**src/rtl/vote_pkg.sv**
```systemverilog
// Shared definitions for the vote frame parser: sync byte, parser states,
// the buffered vote record and the frame checksum.
package vote_pkg;

  localparam logic [7:0] SYNC_BYTE = 8'hA5;

  typedef enum logic [2:0] {
    SYNC  = 3'd0,
    ID_HI = 3'd1,
    ID_LO = 3'd2,
    CAND  = 3'd3,
    CHECK = 3'd4
  } parse_state_t;

  typedef struct packed {
    logic [15:0] voter_id;
    logic [7:0]  candidate;
  } vote_entry_t;

  function automatic logic [7:0] frame_checksum(input logic [7:0] id_hi,
                                                input logic [7:0] id_lo,
                                                input logic [7:0] cand);
    return id_hi ^ id_lo ^ cand;
  endfunction

endpackage

```
**src/rtl/vote_fifo.sv**
```systemverilog
// Synchronous FIFO with occupancy count; a push into a full FIFO is taken
// only when a pop happens in the same cycle.
module vote_fifo #(
  parameter  int WIDTH = 17,
  parameter  int DEPTH = 8,
  localparam int PTR_W = $clog2(DEPTH),
  localparam int CNT_W = PTR_W + 1
) (
  input  logic             clk_in,
  input  logic             rst_in,
  input  logic             push,
  input  logic             pop,
  input  logic [WIDTH-1:0] push_data,
  output logic [WIDTH-1:0] pop_data,
  output logic             full,
  output logic             empty,
  output logic [CNT_W-1:0] count
);

  logic [WIDTH-1:0] mem_r [DEPTH];
  logic [PTR_W-1:0] wr_ptr_r;
  logic [PTR_W-1:0] rd_ptr_r;
  logic [CNT_W-1:0] count_r;
  logic             push_ok_s;
  logic             pop_ok_s;

  assign full      = (count_r == CNT_W'(DEPTH));
  assign empty     = (count_r == {CNT_W{1'b0}});
  assign count     = count_r;
  assign pop_data  = mem_r[rd_ptr_r];
  assign pop_ok_s  = pop && !empty;
  assign push_ok_s = push && (!full || pop_ok_s);

  // Storage array write port
  always_ff @(posedge clk_in) begin
    if (push_ok_s) begin
      mem_r[wr_ptr_r] <= push_data;
    end
  end

  // Pointer and occupancy bookkeeping; pointers wrap naturally at DEPTH
  always_ff @(posedge clk_in or posedge rst_in) begin
    if (rst_in) begin
      wr_ptr_r <= {PTR_W{1'b0}};
      rd_ptr_r <= {PTR_W{1'b0}};
      count_r  <= {CNT_W{1'b0}};
    end else begin
      if (push_ok_s) begin
        wr_ptr_r <= wr_ptr_r + PTR_W'(1);
      end
      if (pop_ok_s) begin
        rd_ptr_r <= rd_ptr_r + PTR_W'(1);
      end
      case ({push_ok_s, pop_ok_s})
        2'b10:   count_r <= count_r + CNT_W'(1);
        2'b01:   count_r <= count_r - CNT_W'(1);
        default: count_r <= count_r;
      endcase
    end
  end

endmodule

```
**src/rtl/vote_frame_parser.sv**
```systemverilog
// Parses checksummed 5-byte vote frames from the UART byte stream, buffers
// good votes and releases one per downstream request.
module vote_frame_parser
  import vote_pkg::*;
#(
  parameter int NUM_CANDIDATES  = 2,
  parameter int CANDIDATE_WIDTH = 1,
  parameter int FIFO_DEPTH      = 8,
  parameter int TIMEOUT_CYCLES  = 2_500_000
) (
  input  logic                         clk_in,
  input  logic                         rst_in,
  input  logic                         valid_in,
  input  logic [7:0]                   new_byte_in,
  input  logic                         request_new_vote,
  output logic [CANDIDATE_WIDTH-1:0]   vote_out,
  output logic [15:0]                  voter_id_out,
  output logic                         valid_vote_out,
  output logic [$clog2(FIFO_DEPTH):0]  fifo_count_out,
  output logic [15:0]                  frame_error_count_out,
  output logic                         overflow_out
);

  localparam int CNT_W  = $clog2(FIFO_DEPTH) + 1;
  localparam int TMO_W  = $clog2(TIMEOUT_CYCLES);
  localparam int DATA_W = 16 + CANDIDATE_WIDTH;
  localparam logic [TMO_W-1:0] TMO_LAST = TMO_W'(TIMEOUT_CYCLES - 1);

  parse_state_t                state_r;
  parse_state_t                state_next_s;
  logic [7:0]                  id_hi_r;
  logic [7:0]                  id_lo_r;
  logic [7:0]                  cand_r;
  logic [TMO_W-1:0]            tmo_cnt_r;
  logic                        pending_r;
  logic [CANDIDATE_WIDTH-1:0]  vote_r;
  logic [15:0]                 voter_id_r;
  logic                        valid_vote_r;
  logic [15:0]                 err_cnt_r;
  logic                        overflow_r;

  vote_entry_t                 frame_entry_s;
  logic                        timeout_s;
  logic                        frame_done_s;
  logic                        chk_ok_s;
  logic                        range_ok_s;
  logic                        frame_good_s;
  logic                        frame_bad_s;
  logic                        pop_s;
  logic                        drop_s;
  logic [DATA_W-1:0]           push_data_s;
  logic [DATA_W-1:0]           head_data_s;
  logic                        fifo_full_s;
  logic                        fifo_empty_s;
  logic [CNT_W-1:0]            fifo_count_s;

  assign frame_entry_s = '{voter_id: {id_hi_r, id_lo_r}, candidate: cand_r};
  assign push_data_s   = {frame_entry_s.voter_id, frame_entry_s.candidate[CANDIDATE_WIDTH-1:0]};

  assign timeout_s    = (state_r != SYNC) && !valid_in && (tmo_cnt_r == TMO_LAST);
  assign frame_done_s = (state_r == CHECK) && valid_in;
  assign chk_ok_s     = (new_byte_in == frame_checksum(id_hi_r, id_lo_r, cand_r));
  assign range_ok_s   = ({24'd0, frame_entry_s.candidate} < 32'(NUM_CANDIDATES));
  assign frame_good_s = frame_done_s && chk_ok_s && range_ok_s;
  assign frame_bad_s  = frame_done_s && !(chk_ok_s && range_ok_s);

  // A request in the current cycle pops immediately if a vote is waiting
  assign pop_s  = (pending_r || request_new_vote) && !fifo_empty_s;
  assign drop_s = frame_good_s && fifo_full_s && !pop_s;

  vote_fifo #(
    .WIDTH (DATA_W),
    .DEPTH (FIFO_DEPTH)
  ) u_fifo (
    .clk_in    (clk_in),
    .rst_in    (rst_in),
    .push      (frame_good_s),
    .pop       (pop_s),
    .push_data (push_data_s),
    .pop_data  (head_data_s),
    .full      (fifo_full_s),
    .empty     (fifo_empty_s),
    .count     (fifo_count_s)
  );

  // Parser state register
  always_ff @(posedge clk_in or posedge rst_in) begin
    if (rst_in) begin
      state_r <= SYNC;
    end else begin
      state_r <= state_next_s;
    end
  end

  // Parser next-state: one step per byte; 0xA5 inside a frame is plain data
  always_comb begin
    state_next_s = state_r;
    if (timeout_s) begin
      state_next_s = SYNC;
    end else if (valid_in) begin
      case (state_r)
        SYNC: begin
          if (new_byte_in == SYNC_BYTE) begin
            state_next_s = ID_HI;
          end else begin
            state_next_s = SYNC;
          end
        end
        ID_HI:   state_next_s = ID_LO;
        ID_LO:   state_next_s = CAND;
        CAND:    state_next_s = CHECK;
        CHECK:   state_next_s = SYNC;
        default: state_next_s = SYNC;
      endcase
    end else begin
      state_next_s = state_r;
    end
  end

  // Frame field capture
  always_ff @(posedge clk_in or posedge rst_in) begin
    if (rst_in) begin
      id_hi_r <= 8'd0;
      id_lo_r <= 8'd0;
      cand_r  <= 8'd0;
    end else if (valid_in) begin
      case (state_r)
        ID_HI:   id_hi_r <= new_byte_in;
        ID_LO:   id_lo_r <= new_byte_in;
        CAND:    cand_r  <= new_byte_in;
        default: cand_r  <= cand_r;
      endcase
    end
  end

  // Inter-byte gap counter, idle in SYNC
  always_ff @(posedge clk_in or posedge rst_in) begin
    if (rst_in) begin
      tmo_cnt_r <= {TMO_W{1'b0}};
    end else if ((state_r == SYNC) || valid_in || timeout_s) begin
      tmo_cnt_r <= {TMO_W{1'b0}};
    end else begin
      tmo_cnt_r <= tmo_cnt_r + TMO_W'(1);
    end
  end

  // Request latch; requests seen while one is outstanding merge into it
  always_ff @(posedge clk_in or posedge rst_in) begin
    if (rst_in) begin
      pending_r <= 1'b0;
    end else if (pop_s) begin
      pending_r <= 1'b0;
    end else if (request_new_vote) begin
      pending_r <= 1'b1;
    end
  end

  // Released-vote output registers; data holds between strobes
  always_ff @(posedge clk_in or posedge rst_in) begin
    if (rst_in) begin
      valid_vote_r <= 1'b0;
      vote_r       <= {CANDIDATE_WIDTH{1'b0}};
      voter_id_r   <= 16'd0;
    end else begin
      valid_vote_r <= pop_s;
      if (pop_s) begin
        voter_id_r <= head_data_s[DATA_W-1:CANDIDATE_WIDTH];
        vote_r     <= head_data_s[CANDIDATE_WIDTH-1:0];
      end
    end
  end

  // Saturating error counter and sticky overflow flag
  always_ff @(posedge clk_in or posedge rst_in) begin
    if (rst_in) begin
      err_cnt_r  <= 16'd0;
      overflow_r <= 1'b0;
    end else begin
      if ((frame_bad_s || timeout_s) && (err_cnt_r != 16'hFFFF)) begin
        err_cnt_r <= err_cnt_r + 16'd1;
      end
      if (drop_s) begin
        overflow_r <= 1'b1;
      end
    end
  end

  assign vote_out              = vote_r;
  assign voter_id_out          = voter_id_r;
  assign valid_vote_out        = valid_vote_r;
  assign fifo_count_out        = fifo_count_s;
  assign frame_error_count_out = err_cnt_r;
  assign overflow_out          = overflow_r;

endmodule

```
**config.mk**
```make
export PLATFORM = sky130hd
export DESIGN_NAME = vote_frame_parser
export DESIGN_NICKNAME = d
export VERILOG_FILES = /design/src/rtl/vote_pkg.sv /design/src/rtl/vote_fifo.sv /design/src/rtl/vote_frame_parser.sv
export SDC_FILE = /design/constraint.sdc
export NUM_CORES = 1
export LEC_CHECK = 0
export CAP_MARGIN = 0
export CORE_ASPECT_RATIO = 1.25
export CORE_UTILIZATION = 54
export CTS_CLUSTER_SIZE = 12
export DETAILED_ROUTE_END_ITERATION = 6
export PLACE_DENSITY = 0.76
export SETUP_SLACK_MARGIN = 0.05
export SLEW_MARGIN = 30
export SYNTH_ARGS = -nofsm -noshare
export SYNTH_HDL_FRONTEND = slang
export SYNTH_SLANG_ARGS = --single-unit
```
**constraint.sdc**
```tcl
create_clock -name clk_in -period 3.75 [get_ports clk_in]
set_input_delay 0.5625 -clock clk_in [delete_from_list [all_inputs] [get_ports clk_in]]
set_output_delay 0.5625 -clock clk_in [all_outputs]
set_load 0.05 [all_outputs]
```
==> results.sh <==
export IMPL_yosysSeqAreaShare=0.671
export IMPL_drive_gt1_frac=0.193
export IMPL_slew_violations=0
export IMPL_tightest_slew_ns=0.893
export IMPL_cts_setup_buffers=0
export IMPL_post_drt_wl_per_cell_um=20.2
export IMPL_die_h_um=151
export IMPL_num_rows=54
export IMPL_max_cap_violations=0
export IMPL_grt_max_degree=54
export IMPL_end_kind="flip-flop"
export IMPL_dpl_hpwl_um=11600
export IMPL_cts_num_sinks=231
export IMPL_port_buffers=50
export IMPL_cts_buffers=24
export IMPL_min_path_type="reg -> reg"
export IMPL_die_width_um=121
export IMPL_dp_cells=875
export IMPL_overflow=0
export IMPL_p_leak_nw=4.01
export IMPL_drt_total_wl_um=18600
export IMPL_ir_drop_mv=0.327
export IMPL_reg2regPathDepth=12
export IMPL_hold_depth=1
export IMPL_rsz0062_at_grt="false"
export IMPL_syn_inst=609
export IMPL_ys_warn_count=0
export IMPL_diodes=0
export IMPL_fin_skew_ns=0.0166
export IMPL_power_density_nw_per_um2=722
export IMPL_synth_nets=628
export IMPL_async_flop_share=0.411
export IMPL_grt_pass1_wl_um=30500
export IMPL_cts_tree="yes"
export IMPL_clockRootBuffer="clkbuf_16"
export IMPL_slew_headroom=0.405
export IMPL_yosysUniqueCellTypes=44
export IMPL_ys_ff_latch=231
export IMPL_fin_area_sq_um=11200
export IMPL_synth_area_sq_um=9630
export IMPL_holdCritStartpoint="overflow_out"
export IMPL_finalCritPeriodShare=0.849
export IMPL_setup_viol=0
export IMPL_drt_iter0_drc=377
export IMPL_routabilityCongestion=0.795
export IMPL_h_tree_depth=1
export IMPL_finalCriticalPeriod_ns=3.19
export IMPL_final_antenna_net_count=0
export IMPL_postSynthAreaPerCell_sq_um=15.8
export IMPL_worst_hold_slack_ns=0.481
export IMPL_final_cells=919
export IMPL_cp_max_fo=10
export IMPL_hold_end="overflow_out"
export IMPL_cp_start_kind="flip-flop"
export IMPL_grt_antenna_before_repair=0
export IMPL_ys_flop_type="edfxtp_1"
export IMPL_drcViolationCount=0
export IMPL_initial_core_util=0.552
export IMPL_hold_violations=0
export IMPL_via_per_inst=5.81
export IMPL_track_usage=0.219
export IMPL_vias=5340
export IMPL_clkLatencyLatePin_ns=0.51
export IMPL_synth_edf_count=136
export IMPL_ios=51
export IMPL_finalSetupTns_ns=0
export IMPL_status="finished, final reports clean"
export IMPL_rr_startpoint="id_lo_r[5]"
export IMPL_die_area_sq_um=18400
export IMPL_cts_resized=0
export IMPL_regToRegSetupSlack_ns=0.56
export IMPL_syn2layout_area_growth_pct=16.1
export IMPL_dpl_instance_area_sq_um=10500
export IMPL_clockBufferDepth=3
export IMPL_worst_r2r_endpoint="u_fifo.count[2]"
export IMPL_cts_reportedPaths_clkPinSlew_ns=0.06
export IMPL_nets=696
export IMPL_path_class="reg -> reg"
export IMPL_required_ns=4.14
export IMPL_core_area_sq_um=17400
export IMPL_arrival_ns=3.58
export IMPL_cts_hold_buf=0
export IMPL_first_pass_iters=4
export IMPL_final_util=0.641
export IMPL_fmax_mhz=314
export IMPL_grt_pass1_vias=5705
-- critical path, cell delays in order, from the launching register on --
cell and delay [ns]:
dfrtp_1 0.54, xor2_1 0.28, xnor2_1 0.17, nand4_1 0.24
nor3_1 0.43, nand3_1 0.19, ha_1 0.29, xor2_1 0.17
ha_1 0.19, a21oi_1 0.18, xor2_1 0.17, nor2_1 0.07
xor2_1 0.14
-- how the worst max path moves through the flow --
| stage | startpoint | to |
|---|---|---|
| 6_report | id_lo_r[5] | u_fifo.count[2] |
| 5_1_grt | id_lo_r[5] | u_fifo.count[2] |
| 4_1_cts | id_lo_r[5] | u_fifo.count[2] |
| 3_5_place_dp | new_byte_in[4] | u_fifo.count[2] |
| 3_3_place_gp | new_byte_in[2] | u_fifo.count[2] |
| 2_1_floorplan | new_byte_in[2] | u_fifo.mem_r[2][0] |
-- synth_stat cells (4+ instances only) --
cell | count | area, sq um
nor3_1 | 13 | 65.1
nor4_1 | 7 | 43.8
a2111oi_2 | 4 | 60.1
nand4_1 | 11 | 68.8
nand2_1 | 28 | 105
a211oi_2 | 7 | 87.6
xnor2_1 | 27 | 236
dfrtp_1 | 95 | 2380
inv_1 | 5 | 18.8
ha_1 | 7 | 87.6
edfxtp_1 | 136 | 4080
mux2i_1 | 17 | 170
nor2_1 | 55 | 206
mux2_2 | 28 | 315
nand3_1 | 18 | 90.1
mux4_2 | 34 | 766
clkbuf_1 | 16 | 60.1
a21oi_1 | 23 | 115
xor2_1 | 36 | 315
-- sequential cells by signal (all words and copies together) (netlist names), 3 cells and up --
register and flops:
u_fifo.wr_ptr_r 3, voter_id_out 16, frame_error_count_out 16, id_hi_r 8, u_fifo.rd_ptr_r 3, id_lo_r 8
tmo_cnt_r 22, state_r 3, cand_r 8, u_fifo.count 4, u_fifo.mem_r 136
-- power by group --
group	total, mW	switching [mW]	internal [mW]
Combinational	2.12	1.10	1.02
Sequential	3.79	0.598	3.19
Clock	2.16	0.913	1.24
Total	8.06	2.61	5.45
-- routing by layer --
| metal | global-route usage | vias up | wire length (um) |
|---|---|---|---|
| met1 | 0.265 | 2734 | 7180 |
| met5 | 0 | - | 0 |
| met2 | 0.401 | 150 | 10000 |
| met4 | 0.0728 | 0 | 397 |
| met3 | 0.0313 | 34 | 961 |
| li1 | - | 2422 | - |
-- logic make-up (layout without fill, tap and decap cells) --
family          after synthesis  after routing  synth area share
buf+inv                      29            115            0.0136
compound gates               42             42            0.0346
flops                       231            231             0.671
xor+xnor                     63             63            0.0573
simple gates                156            156            0.0819
fa+ha+maj                     7              7           0.00910
mux                          81             81             0.132
-- cell usage in the layout (no fill, tap or decap), types with 2 or more instances in the layout --
cell type / Yosys / final
a2111oi_2: 4 / 4
a211oi_2: 7 / 7
a21oi_1: 23 / 23
and4_1: 2 / 2
buf_4: 1 / 16
clkbuf_1: 16 / 17
clkbuf_16: 0 / 25
clkdlybuf4s50_1: 0 / 50
dfrtp_1: 95 / 92
dfrtp_2: 0 / 3
edfxtp_1: 136 / 136
ha_1: 7 / 7
inv_1: 5 / 4
mux2_1: 2 / 2
mux2_2: 28 / 28
mux2i_1: 17 / 17
mux4_2: 34 / 34
nand2_1: 28 / 28
nand2b_1: 3 / 3
nand3_1: 18 / 18
nand3b_1: 2 / 2
nand4_1: 11 / 11
nor2_1: 55 / 54
nor2b_1: 3 / 3
nor3_1: 13 / 9
nor3_2: 0 / 4
nor4_1: 7 / 5
nor4_2: 0 / 2
nor4b_2: 0 / 2
nor4bb_1: 2 / 2
o21ai_0: 3 / 3
or3_1: 2 / 2
xnor2_1: 27 / 27
xor2_1: 36 / 36
-- final cells by class --
class | instances | area [sq um]
fillers | 1254 | 6260
flip-flops and latches | 231 | 6460
inverters | 5 | 21.3
clock inverters | 2 | 13.8
well taps | 224 | 280
repair buffers | 66 | 621
multi-input cells | 349 | 3080
clock buffers | 42 | 689
-- per-stage QoR --
stage | setup slack, ns | power, mW
after floorplan | -0.263 | 5.29
after global placement | 0.274 | 5.89
after detailed placement | 0.138 | 5.98
after CTS | 0.607 | 8.15
after global routing | 0.335 | 8.45
final | 0.565 | 8.06
Power figures use the tool's default switching activity.
